<file path="src/rtl/cmd_parser_if.sv">
// Request/response bundle between the UART byte source, the command parser and the ALU.
interface cmd_parser_if;
  logic [7:0]  rx_data;
  logic        rx_valid;
  logic        alu_done;
  logic [3:0]  dtype;
  logic [4:0]  op;
  logic [15:0] src1;
  logic [15:0] src2;
  logic        start;
  logic        busy;
  logic        cmd_done;
  logic        frame_err;

  modport master (
    output rx_data, rx_valid, alu_done,
    input  dtype, op, src1, src2, start, busy, cmd_done, frame_err
  );

  modport slave (
    input  rx_data, rx_valid, alu_done,
    output dtype, op, src1, src2, start, busy, cmd_done, frame_err
  );
endinterface

</file>
<file path="src/rtl/cmd_parser.sv">
// ASCII frame decoder "<W|S><4 hex><+-*/><4 hex>=" issuing one ALU request per frame
// and holding the issued operands until the ALU completes or the request times out.
module cmd_parser #(
  parameter int unsigned TIMEOUT = 1024
) (
  input logic         clk,
  input logic         n_rst,
  cmd_parser_if.slave bus
);

  localparam int unsigned TW = (TIMEOUT > 2) ? $clog2(TIMEOUT) : 1;
  localparam logic [TW-1:0] TMO_LAST = TW'(TIMEOUT - 1);

  typedef enum logic [2:0] {
    S_IDLE, S_SRC1, S_OPR, S_SRC2, S_EQ, S_ISSUE, S_WAIT
  } state_t;

  state_t        state_q, state_d;
  logic [1:0]    cnt_q, cnt_d;
  logic [TW-1:0] tmo_q, tmo_d;
  logic [3:0]    type_sh_q, type_sh_d;
  logic [4:0]    op_sh_q, op_sh_d;
  logic [15:0]   src1_sh_q, src1_sh_d;
  logic [15:0]   src2_sh_q, src2_sh_d;
  logic [3:0]    dtype_q, dtype_d;
  logic [4:0]    op_q, op_d;
  logic [15:0]   src1_q, src1_d;
  logic [15:0]   src2_q, src2_d;
  logic          cmd_done_q, cmd_done_d;
  logic          frame_err_q, frame_err_d;
  logic          perr;
  logic [4:0]    nib;

  // {valid, value} for one ASCII hex digit
  function automatic logic [4:0] hex_nib(input logic [7:0] b);
    if (b >= 8'h30 && b <= 8'h39)
      return {1'b1, b[3:0]};
    else if ((b >= 8'h41 && b <= 8'h46) || (b >= 8'h61 && b <= 8'h66))
      return {1'b1, b[3:0] + 4'd9};
    else
      return 5'h00;
  endfunction

  always_comb begin
    state_d     = state_q;
    cnt_d       = cnt_q;
    tmo_d       = tmo_q;
    type_sh_d   = type_sh_q;
    op_sh_d     = op_sh_q;
    src1_sh_d   = src1_sh_q;
    src2_sh_d   = src2_sh_q;
    dtype_d     = dtype_q;
    op_d        = op_q;
    src1_d      = src1_q;
    src2_d      = src2_q;
    cmd_done_d  = 1'b0;
    frame_err_d = 1'b0;
    perr        = 1'b0;
    nib         = hex_nib(bus.rx_data);

    case (state_q)
      S_IDLE: begin
        if (bus.rx_valid && (bus.rx_data == 8'h57 || bus.rx_data == 8'h53)) begin
          type_sh_d = (bus.rx_data == 8'h57) ? 4'h1 : 4'h2;
          op_sh_d   = '0;
          src1_sh_d = '0;
          src2_sh_d = '0;
          cnt_d     = '0;
          state_d   = S_SRC1;
        end
      end
      S_SRC1: begin
        if (bus.rx_valid) begin
          if (nib[4]) begin
            src1_sh_d = {src1_sh_q[11:0], nib[3:0]};
            cnt_d     = cnt_q + 2'd1;
            if (cnt_q == 2'd3) state_d = S_OPR;
          end else begin
            perr = 1'b1;
          end
        end
      end
      S_OPR: begin
        if (bus.rx_valid) begin
          case (bus.rx_data)
            8'h2B:   op_sh_d = 5'h01;
            8'h2D:   op_sh_d = 5'h02;
            8'h2A:   op_sh_d = 5'h04;
            8'h2F:   op_sh_d = 5'h08;
            default: perr    = 1'b1;
          endcase
          if (!perr) state_d = S_SRC2;
        end
      end
      S_SRC2: begin
        if (bus.rx_valid) begin
          if (nib[4]) begin
            src2_sh_d = {src2_sh_q[11:0], nib[3:0]};
            cnt_d     = cnt_q + 2'd1;
            if (cnt_q == 2'd3) state_d = S_EQ;
          end else begin
            perr = 1'b1;
          end
        end
      end
      S_EQ: begin
        if (bus.rx_valid) begin
          if (bus.rx_data == 8'h3D) begin
            // outputs load on the edge that accepts '=' so they are valid with start
            dtype_d = type_sh_q;
            op_d    = op_sh_q;
            src1_d  = src1_sh_q;
            src2_d  = src2_sh_q;
            state_d = S_ISSUE;
          end else begin
            perr = 1'b1;
          end
        end
      end
      S_ISSUE: begin
        tmo_d   = '0;
        state_d = S_WAIT;
      end
      S_WAIT: begin
        if (bus.alu_done) begin
          cmd_done_d = 1'b1;
          state_d    = S_IDLE;
        end else if (tmo_q == TMO_LAST) begin
          frame_err_d = 1'b1;
          state_d     = S_IDLE;
        end else begin
          tmo_d = tmo_q + 1'b1;
        end
      end
      default: state_d = S_IDLE;
    endcase

    if (perr) begin
      frame_err_d = 1'b1;
      state_d     = S_IDLE;
      cnt_d       = '0;
      type_sh_d   = '0;
      op_sh_d     = '0;
      src1_sh_d   = '0;
      src2_sh_d   = '0;
    end
  end

  always_ff @(posedge clk or negedge n_rst) begin
    if (!n_rst) begin
      state_q     <= S_IDLE;
      cnt_q       <= '0;
      tmo_q       <= '0;
      type_sh_q   <= '0;
      op_sh_q     <= '0;
      src1_sh_q   <= '0;
      src2_sh_q   <= '0;
      dtype_q     <= '0;
      op_q        <= '0;
      src1_q      <= '0;
      src2_q      <= '0;
      cmd_done_q  <= 1'b0;
      frame_err_q <= 1'b0;
    end else begin
      state_q     <= state_d;
      cnt_q       <= cnt_d;
      tmo_q       <= tmo_d;
      type_sh_q   <= type_sh_d;
      op_sh_q     <= op_sh_d;
      src1_sh_q   <= src1_sh_d;
      src2_sh_q   <= src2_sh_d;
      dtype_q     <= dtype_d;
      op_q        <= op_d;
      src1_q      <= src1_d;
      src2_q      <= src2_d;
      cmd_done_q  <= cmd_done_d;
      frame_err_q <= frame_err_d;
    end
  end

  assign bus.dtype     = dtype_q;
  assign bus.op        = op_q;
  assign bus.src1      = src1_q;
  assign bus.src2      = src2_q;
  assign bus.start     = (state_q == S_ISSUE);
  assign bus.busy      = (state_q == S_ISSUE) || (state_q == S_WAIT);
  assign bus.cmd_done  = cmd_done_q;
  assign bus.frame_err = frame_err_q;

endmodule

</file>
<file path="src/flat_wrapper.sv">
// flat-port wrapper written by rule: the top's interface ports become plain ports
module cmd_parser_flat 
#(
  parameter int unsigned TIMEOUT = 1024
)
  (clk, n_rst, bus_rx_data, bus_rx_valid, bus_alu_done, bus_dtype, bus_op, bus_src1, bus_src2, bus_start, bus_busy, bus_cmd_done, bus_frame_err);
  cmd_parser_if bus_i ();
  input logic clk;
  input logic n_rst;
  input wire logic [$bits(bus_i.rx_data)-1:0] bus_rx_data;
  input wire logic [$bits(bus_i.rx_valid)-1:0] bus_rx_valid;
  input wire logic [$bits(bus_i.alu_done)-1:0] bus_alu_done;
  output wire logic [$bits(bus_i.dtype)-1:0] bus_dtype;
  output wire logic [$bits(bus_i.op)-1:0] bus_op;
  output wire logic [$bits(bus_i.src1)-1:0] bus_src1;
  output wire logic [$bits(bus_i.src2)-1:0] bus_src2;
  output wire logic [$bits(bus_i.start)-1:0] bus_start;
  output wire logic [$bits(bus_i.busy)-1:0] bus_busy;
  output wire logic [$bits(bus_i.cmd_done)-1:0] bus_cmd_done;
  output wire logic [$bits(bus_i.frame_err)-1:0] bus_frame_err;
  assign bus_i.rx_data = bus_rx_data;
  assign bus_i.rx_valid = bus_rx_valid;
  assign bus_i.alu_done = bus_alu_done;
  assign bus_dtype = bus_i.dtype;
  assign bus_op = bus_i.op;
  assign bus_src1 = bus_i.src1;
  assign bus_src2 = bus_i.src2;
  assign bus_start = bus_i.start;
  assign bus_busy = bus_i.busy;
  assign bus_cmd_done = bus_i.cmd_done;
  assign bus_frame_err = bus_i.frame_err;
  cmd_parser #(.TIMEOUT(TIMEOUT)) u_core (.clk(clk), .n_rst(n_rst), .bus(bus_i));
endmodule
</file>
<file path="config.mk">
export PLATFORM = sky130hd
export DESIGN_NAME = cmd_parser_flat
export DESIGN_NICKNAME = d
export VERILOG_FILES = /design/src/rtl/cmd_parser_if.sv /design/src/rtl/cmd_parser.sv /design/src/flat_wrapper.sv
export SDC_FILE = /design/constraint.sdc
export NUM_CORES = 1
export LEC_CHECK = 0
export ABC_CLOCK_PERIOD_IN_PS = 1900
export CORE_ASPECT_RATIO = 0.75
export CORE_MARGIN = 2
export CORE_UTILIZATION = 50
export DETAILED_ROUTE_END_ITERATION = 10
export GPL_TIMING_DRIVEN = 1
export PLACE_DENSITY = 0.75
export SLEW_MARGIN = 40
export SYNTH_ARGS = -nofsm -noshare
export SYNTH_HDL_FRONTEND = slang
export SYNTH_SLANG_ARGS = --single-unit
</file>
<file path="constraint.sdc">
create_clock -name clk -period 1.9 [get_ports clk]
set_input_delay 0.475 -clock clk [delete_from_list [all_inputs] [get_ports clk]]
set_output_delay 0.475 -clock clk [all_outputs]
set_load 0.01 [all_outputs]
</file>
=== Word-level counts from Yosys, hierarchy flattened ===
Cells that the tools add are included.

* $add $sub $neg: 3
* $lt $le $gt $ge: 6
* Equality and inequality tests: 32
* Muxes and demuxes: 58
* Reductions and logical operators: 25

{| class="wikitable"
|+ Operators by type and width
! kind !! count
|-
| two-way mux 16 bit || 7
|-
| case mux 16 bit (2 select lines) || 2
|-
| two-way mux 3 bit || 14
|-
| == test 8 x 6 -> 1 bit (second input constant) || 5
|-
| two-way mux 5 bit || 5
|-
| inequality test 3 x 1 -> 1 bit (second input constant) || 8
|-
| case mux 3 bit (7 select lines) || 1
|-
| two-way mux 10 bit || 2
|-
| case mux 10 bit (2 select lines) || 1
|-
| case mux 5 bit (4 select lines) || 1
|-
| == test 8 x 7 -> 1 bit (second input constant) || 2
|-
| greater-or-equal comparator 8 x 7 -> 1 bit (second input constant) || 2
|-
| <= comparator 8 x 7 -> 1 bit (second input constant) || 2
|-
| AND reduction 4 bit || 4
|-
| inequality test 3 x 2 -> 1 bit (second input constant) || 5
|-
| two-way mux 1 bit || 14
|-
| two-way mux 4 bit || 3
|-
| AND reduction 12 bit || 1
|-
| nonzero test 3 bit || 4
|-
| adder 10 x 1 -> 10 bit (second input constant) || 1
|-
| == test 10 bit (second input constant) || 1
|-
| two-way mux 2 bit || 5
|-
| case mux 5 bit (2 select lines) || 1
|-
| == test 3 bit (second input constant) || 3
|-
| 20 further kinds || 30
|}

* Flip-flop bits (word level): 99
* Bits of input ports: 12
* Output and inout port bits: 45
* Word-level logic and storage cells: 137

=== Longest topological paths before layout ===
* Depth in word-level cells: 10
* Gate-level depth with buffers: 9
* Gate-level depth less buffers: 8

=== Least setup slack after synthesis ===
OpenSTA, ideal clock, no wires.

* Path type: input port to flip-flop
* Start: input port bus_rx_data[7]
* End: register u_core.src1_q[10] (netlist: u_core.bus.src1[10])
* Library setup time: 0.125 ns
* Data arrival time: 2.113 ns
* Data required time: 1.775 ns
* Setup slack: -0.337 ns
* Stages on the path: 6
* Buffers on the path: 3
* Cell sequence: or3b_1 buf_2 nor4_1 buf_2 buf_2 mux2_2

* Longest elaborated chain between the ends: 2

{| class="wikitable"
|+ RTL lines
! what !! RTL line !! text
|-
| from (decl) || flat_wrapper.sv:10 || <nowiki>input wire logic [$bits(bus_i.rx_data)-1:0] bus_rx_data;</nowiki>
|-
| == test 8 x 6 -> 1 bit || cmd_parser.sv:108 || <nowiki>if (bus.rx_data == 8'h3D) begin</nowiki>
|-
| AND reduction 3 bit (no source line) || -- ||
|-
| to (signal assigned) || cmd_parser.sv:174 || <nowiki>src1_q <= src1_d;</nowiki>
|-
| to (decl) || cmd_parser.sv:27 || <nowiki>logic [15:0] src1_q, src1_d;</nowiki>
|}

Every way passes these cells.
A chain may end at the register's enable or synchronous reset.

=== Final worst setup path ===
* Start: input port bus_rx_data[6]
* End: register u_core.src1_sh_q[2]

* Longest elaborated chain between the ends: 10
* Elaborated cells between the ends (all ways): 40
* Those cells by class: 6 x order compare; 10 x eq/ne; 15 x mux; 9 x reduce/logical

{| class="wikitable"
|+ RTL lines
! what !! RTL line !! text
|-
| greater-or-equal comparator 8 x 7 -> 1 bit or <= comparator 8 x 7 -> 1 bit (tied branches) || cmd_parser.sv:38 || <nowiki>else if ((b >= 8'h41 && b <= 8'h46) || (b >= 8'h61 && b <= 8'h66))</nowiki>
|-
| logical AND 1 bit || cmd_parser.sv:38 ||
|-
| logical OR 1 bit || cmd_parser.sv:38 ||
|-
| two-way mux 5 bit || cmd_parser.sv:38 ||
|-
| two-way mux 5 bit || cmd_parser.sv:36 || <nowiki>if (b >= 8'h30 && b <= 8'h39)</nowiki>
|-
| two-way mux 1 bit || cmd_parser.sv:74, cmd_parser.sv:97 ||
|-
| two-way mux 1 bit || cmd_parser.sv:73 || <nowiki>if (bus.rx_valid) begin</nowiki>
|-
| case mux 1 bit (3 select lines) || cmd_parser.sv:61 || <nowiki>case (state_q)</nowiki>
|-
| inequality test 3 x 1 -> 1 bit (no source line), or another cell as far along || -- ||
|-
| AND reduction 4 bit (no source line) || -- ||
|-
| to (signal assigned) || cmd_parser.sv:170 || <nowiki>src1_sh_q <= src1_sh_d;</nowiki>
|-
| to (decl) || cmd_parser.sv:23 || <nowiki>logic [15:0] src1_sh_q, src1_sh_d;</nowiki>
|}

Parallel ways exist; a longest one is shown, timed or not. The select of a mux whose other input is x is not followed.

==> flow_summary.ini <==
[power_and_ir_drop]
p_leak_nw = 3.097
power.density_nw_per_um2 = 1009
ir_drop_mv = 0.8159
power_w = 0.006883

[outcome]
violations = setup timing
status = complete, but fails checks

[yosys]
ys_ff_latch = 93
syn_avg_cell_area_um2 = 10.71
synthFlopType = dfrtp_1
seq_area_frac_synth = 0.5326
ys_types = 53
yosys_warnings = 0
netlist_area_um2 = 4369
synth-edff-count = 0
async_flop_share = 1.000
synthCells = 408

[critical_path]
criticalPathCategory = input port to flip-flop
cp-start-kind = input port
crit_path_frequent_cell = buf_6
slowest_stage = or3b_4
crit_fanout = 8
crit_path_end_kind = flip-flop
cp_slowest_stage_delay_ps = 450
cp.arrival_ps = 2280
path_cells = buf_6, or3b_4, a311oi_4, buf_4, o21ai_4, o31ai_4, buf_6, clkbuf_16, nand2_1, o31ai_1
worstPathRequired_ps = 2140

[sta]
fmax_mhz = 491.0
period_needed_ps = 2037
worst_slack_ps = -136.7
skew_ps = 2.952
min_period_over_period = 1.072
relSlewSlack = 0.5876
setup_violations = 41
finalMaxSlewViolations = 0
hold_viol = 0
worst_slew_pin_slew_ps = 618.6
rsz0062_at_grt = yes
fin_tns_setup_ps = -2247

[clocking]
ctsHoldBuffers = 0
cts_buffer_depth = 2
cts_tree = built
clkTransAtPathRegs_ps = 60
htree_levels = 3
clock_latency_ps = 350
numCtsBuffers = 9
cts.sinks = 93
cts_root_buffer = clkbuf_16

[final_layout]
multi_input_area_um2 = 2450
areaGrowthSynthToFinish_pct = 56.10
nNetsFinal = 571
final_cells = 665
n_fill_cell = 483
layout_common_cells = dfrtp_1 (91), buf_4 (74), nand2_1 (52), clkdlybuf4s50_1 (40), mux2_2 (39)
seq_area_um2 = 2330
drive_gt1_frac = 0.4758
stdcell_area_um2 = 6820
final_common_cell = dfrtp_1
n_antenna_cell = 0

[global_route]
overflow = 0
antenna_found_initial = 0
grt_first_pass_wirelength_um = 18710
grt_pass1_vias = 3746
grt_max_degree = 94
grt_usage = 0.2465

[flow_run]
max_cap_viol_count = 0

[place]
post-place-ws_ps = -993.0
portBuffers = 53
dp_cells = 622
hpwl_um = 6604
gp_congestion = 0.8523
dpl_cell_area_um2 = 5655

[floorplan]
rows = 29
start_util = 0.5146
ios = 57
fp.dieW_um = 111.9
design.die.area_um2 = 9510
coreArea_um2 = 8491
die_h_um = 84.96

[routing]
wirelength_um = 12150
antenna_left = 0
first_pass_iters = 4
route.vias.total = 3793
drc = 0
wire_per_inst_um = 18.28
routed_via_density = 5.704
drt_iter0_drc = 287

[worst_hold_path]
min_path_type = input port to asynchronous set/reset pin
## routing by layer
layer,part of all wire,wire [um],global-route usage
met5,0,0,0
met4,0.023,277,0.08204
met3,0.040,482,0.04357
met2,0.52,6284,0.4226
met1,0.42,5109,0.3223
## repair_timing
item / CTS / global route
setup buffers: 19 / 7
pin swaps: 42 / 25
gates cloned: 6 / 1
setup endpoints to repair: 90 / 86
gates resized for setup: 99 / 91
## cell usage after synthesis (all sizes together), types with 8 or more instances
cell type / n / area [um2]
o21ai: 36 / 183.9
o31ai: 17 / 168.9
buf: 16 / 102.6
a21oi: 9 / 45.04
clkbuf: 8 / 30.03
inv: 9 / 33.78
mux2: 39 / 439.2
nor2: 20 / 75.07
nand2: 80 / 300.3
dfrtp: 93 / 2327
## stage by stage
| step | utilization | hold WS (ps) |
|---|---|---|
| 2_1_floorplan | - | 179.4 |
| 3_3_place_gp | 0.6661 | 466.7 |
| 3_5_place_dp | 0.6661 | 464.2 |
| 4_1_cts | 0.7592 | 196.7 |
| 5_1_grt | 0.8033 | 231.3 |
| 6_report | 0.8033 | 170.1 |
## cells by family (layout without fill, tap and decap cells)
| logic type | Yosys count | after routing | synth area share |
|---|---|---|---|
| AO/OA/AOI/OAI | 88 | 88 | 0.1443 |
| flip-flops | 93 | 93 | 0.5326 |
| multiplexers | 40 | 40 | 0.1028 |
| adder cells (fa/ha/maj) | 6 | 6 | 0.01718 |
| other | 1 | 3 | 0.0008583 |
| XOR/XNOR | 6 | 6 | 0.01203 |
| buffers and inverters | 33 | 180 | 0.03809 |
| AND/OR/NAND/NOR | 141 | 141 | 0.1521 |
## layout make-up
type                    instances  share of cell area
flip-flops and latches         93              0.3416
clock buffers                  11             0.03559
inverters                       9            0.007888
clock inverters                 4            0.008255
well taps                     108             0.01981
repair buffers                156              0.2277
multi-input cells             284              0.3592
## sequential cells by signal, summed over array words and instances, names as in the netlist, 3 cells and up
register / flops
u_core.bus.src1: 16
u_core.bus.src2: 16
u_core.src1_sh_q: 16
u_core.src2_sh_q: 16
u_core.tmo_q: 10
u_core.bus.op: 4
u_core.op_sh_q: 4
u_core.state_q: 3
## worst paths after layout
check,start,end,slack (ps),cells past startpoint
min,n_rst,u_core.bus.src2[8]$_DFFE_PN0P_,170,2
min reg2reg,u_core.op_sh_q[3]$_DFFE_PN0P_,u_core.op_sh_q[3]$_DFFE_PN0P_,480,2
max in group asynchronous,n_rst,u_core.state_q[2]$_DFFE_PN0P_,1350,2
max,bus_rx_data[6],u_core.src1_sh_q[2]$_DFFE_PN0P_,-140,10
max reg2reg,u_core.state_q[0]$_DFFE_PN0P_,u_core.src1_sh_q[2]$_DFFE_PN0P_,-80,10
min in group clk,u_core.op_sh_q[3]$_DFFE_PN0P_,u_core.op_sh_q[3]$_DFFE_PN0P_,480,2
## worst max-delay path, delay by kind of cell
family | cells | cell delay, ps
buf+inv | 4 | 600
compound gates | 4 | 690
simple gates | 2 | 510
## report_power, final
group	total (W)	internal, W	leakage, nW	switching [W]
Clock	0.00184	0.00106	0.146	0.000779
Combinational	0.00291	0.00135	1.66	0.00156
Sequential	0.00213	0.00205	1.29	0.0000828
No activity file was read; power rests on OpenSTA's default activity.
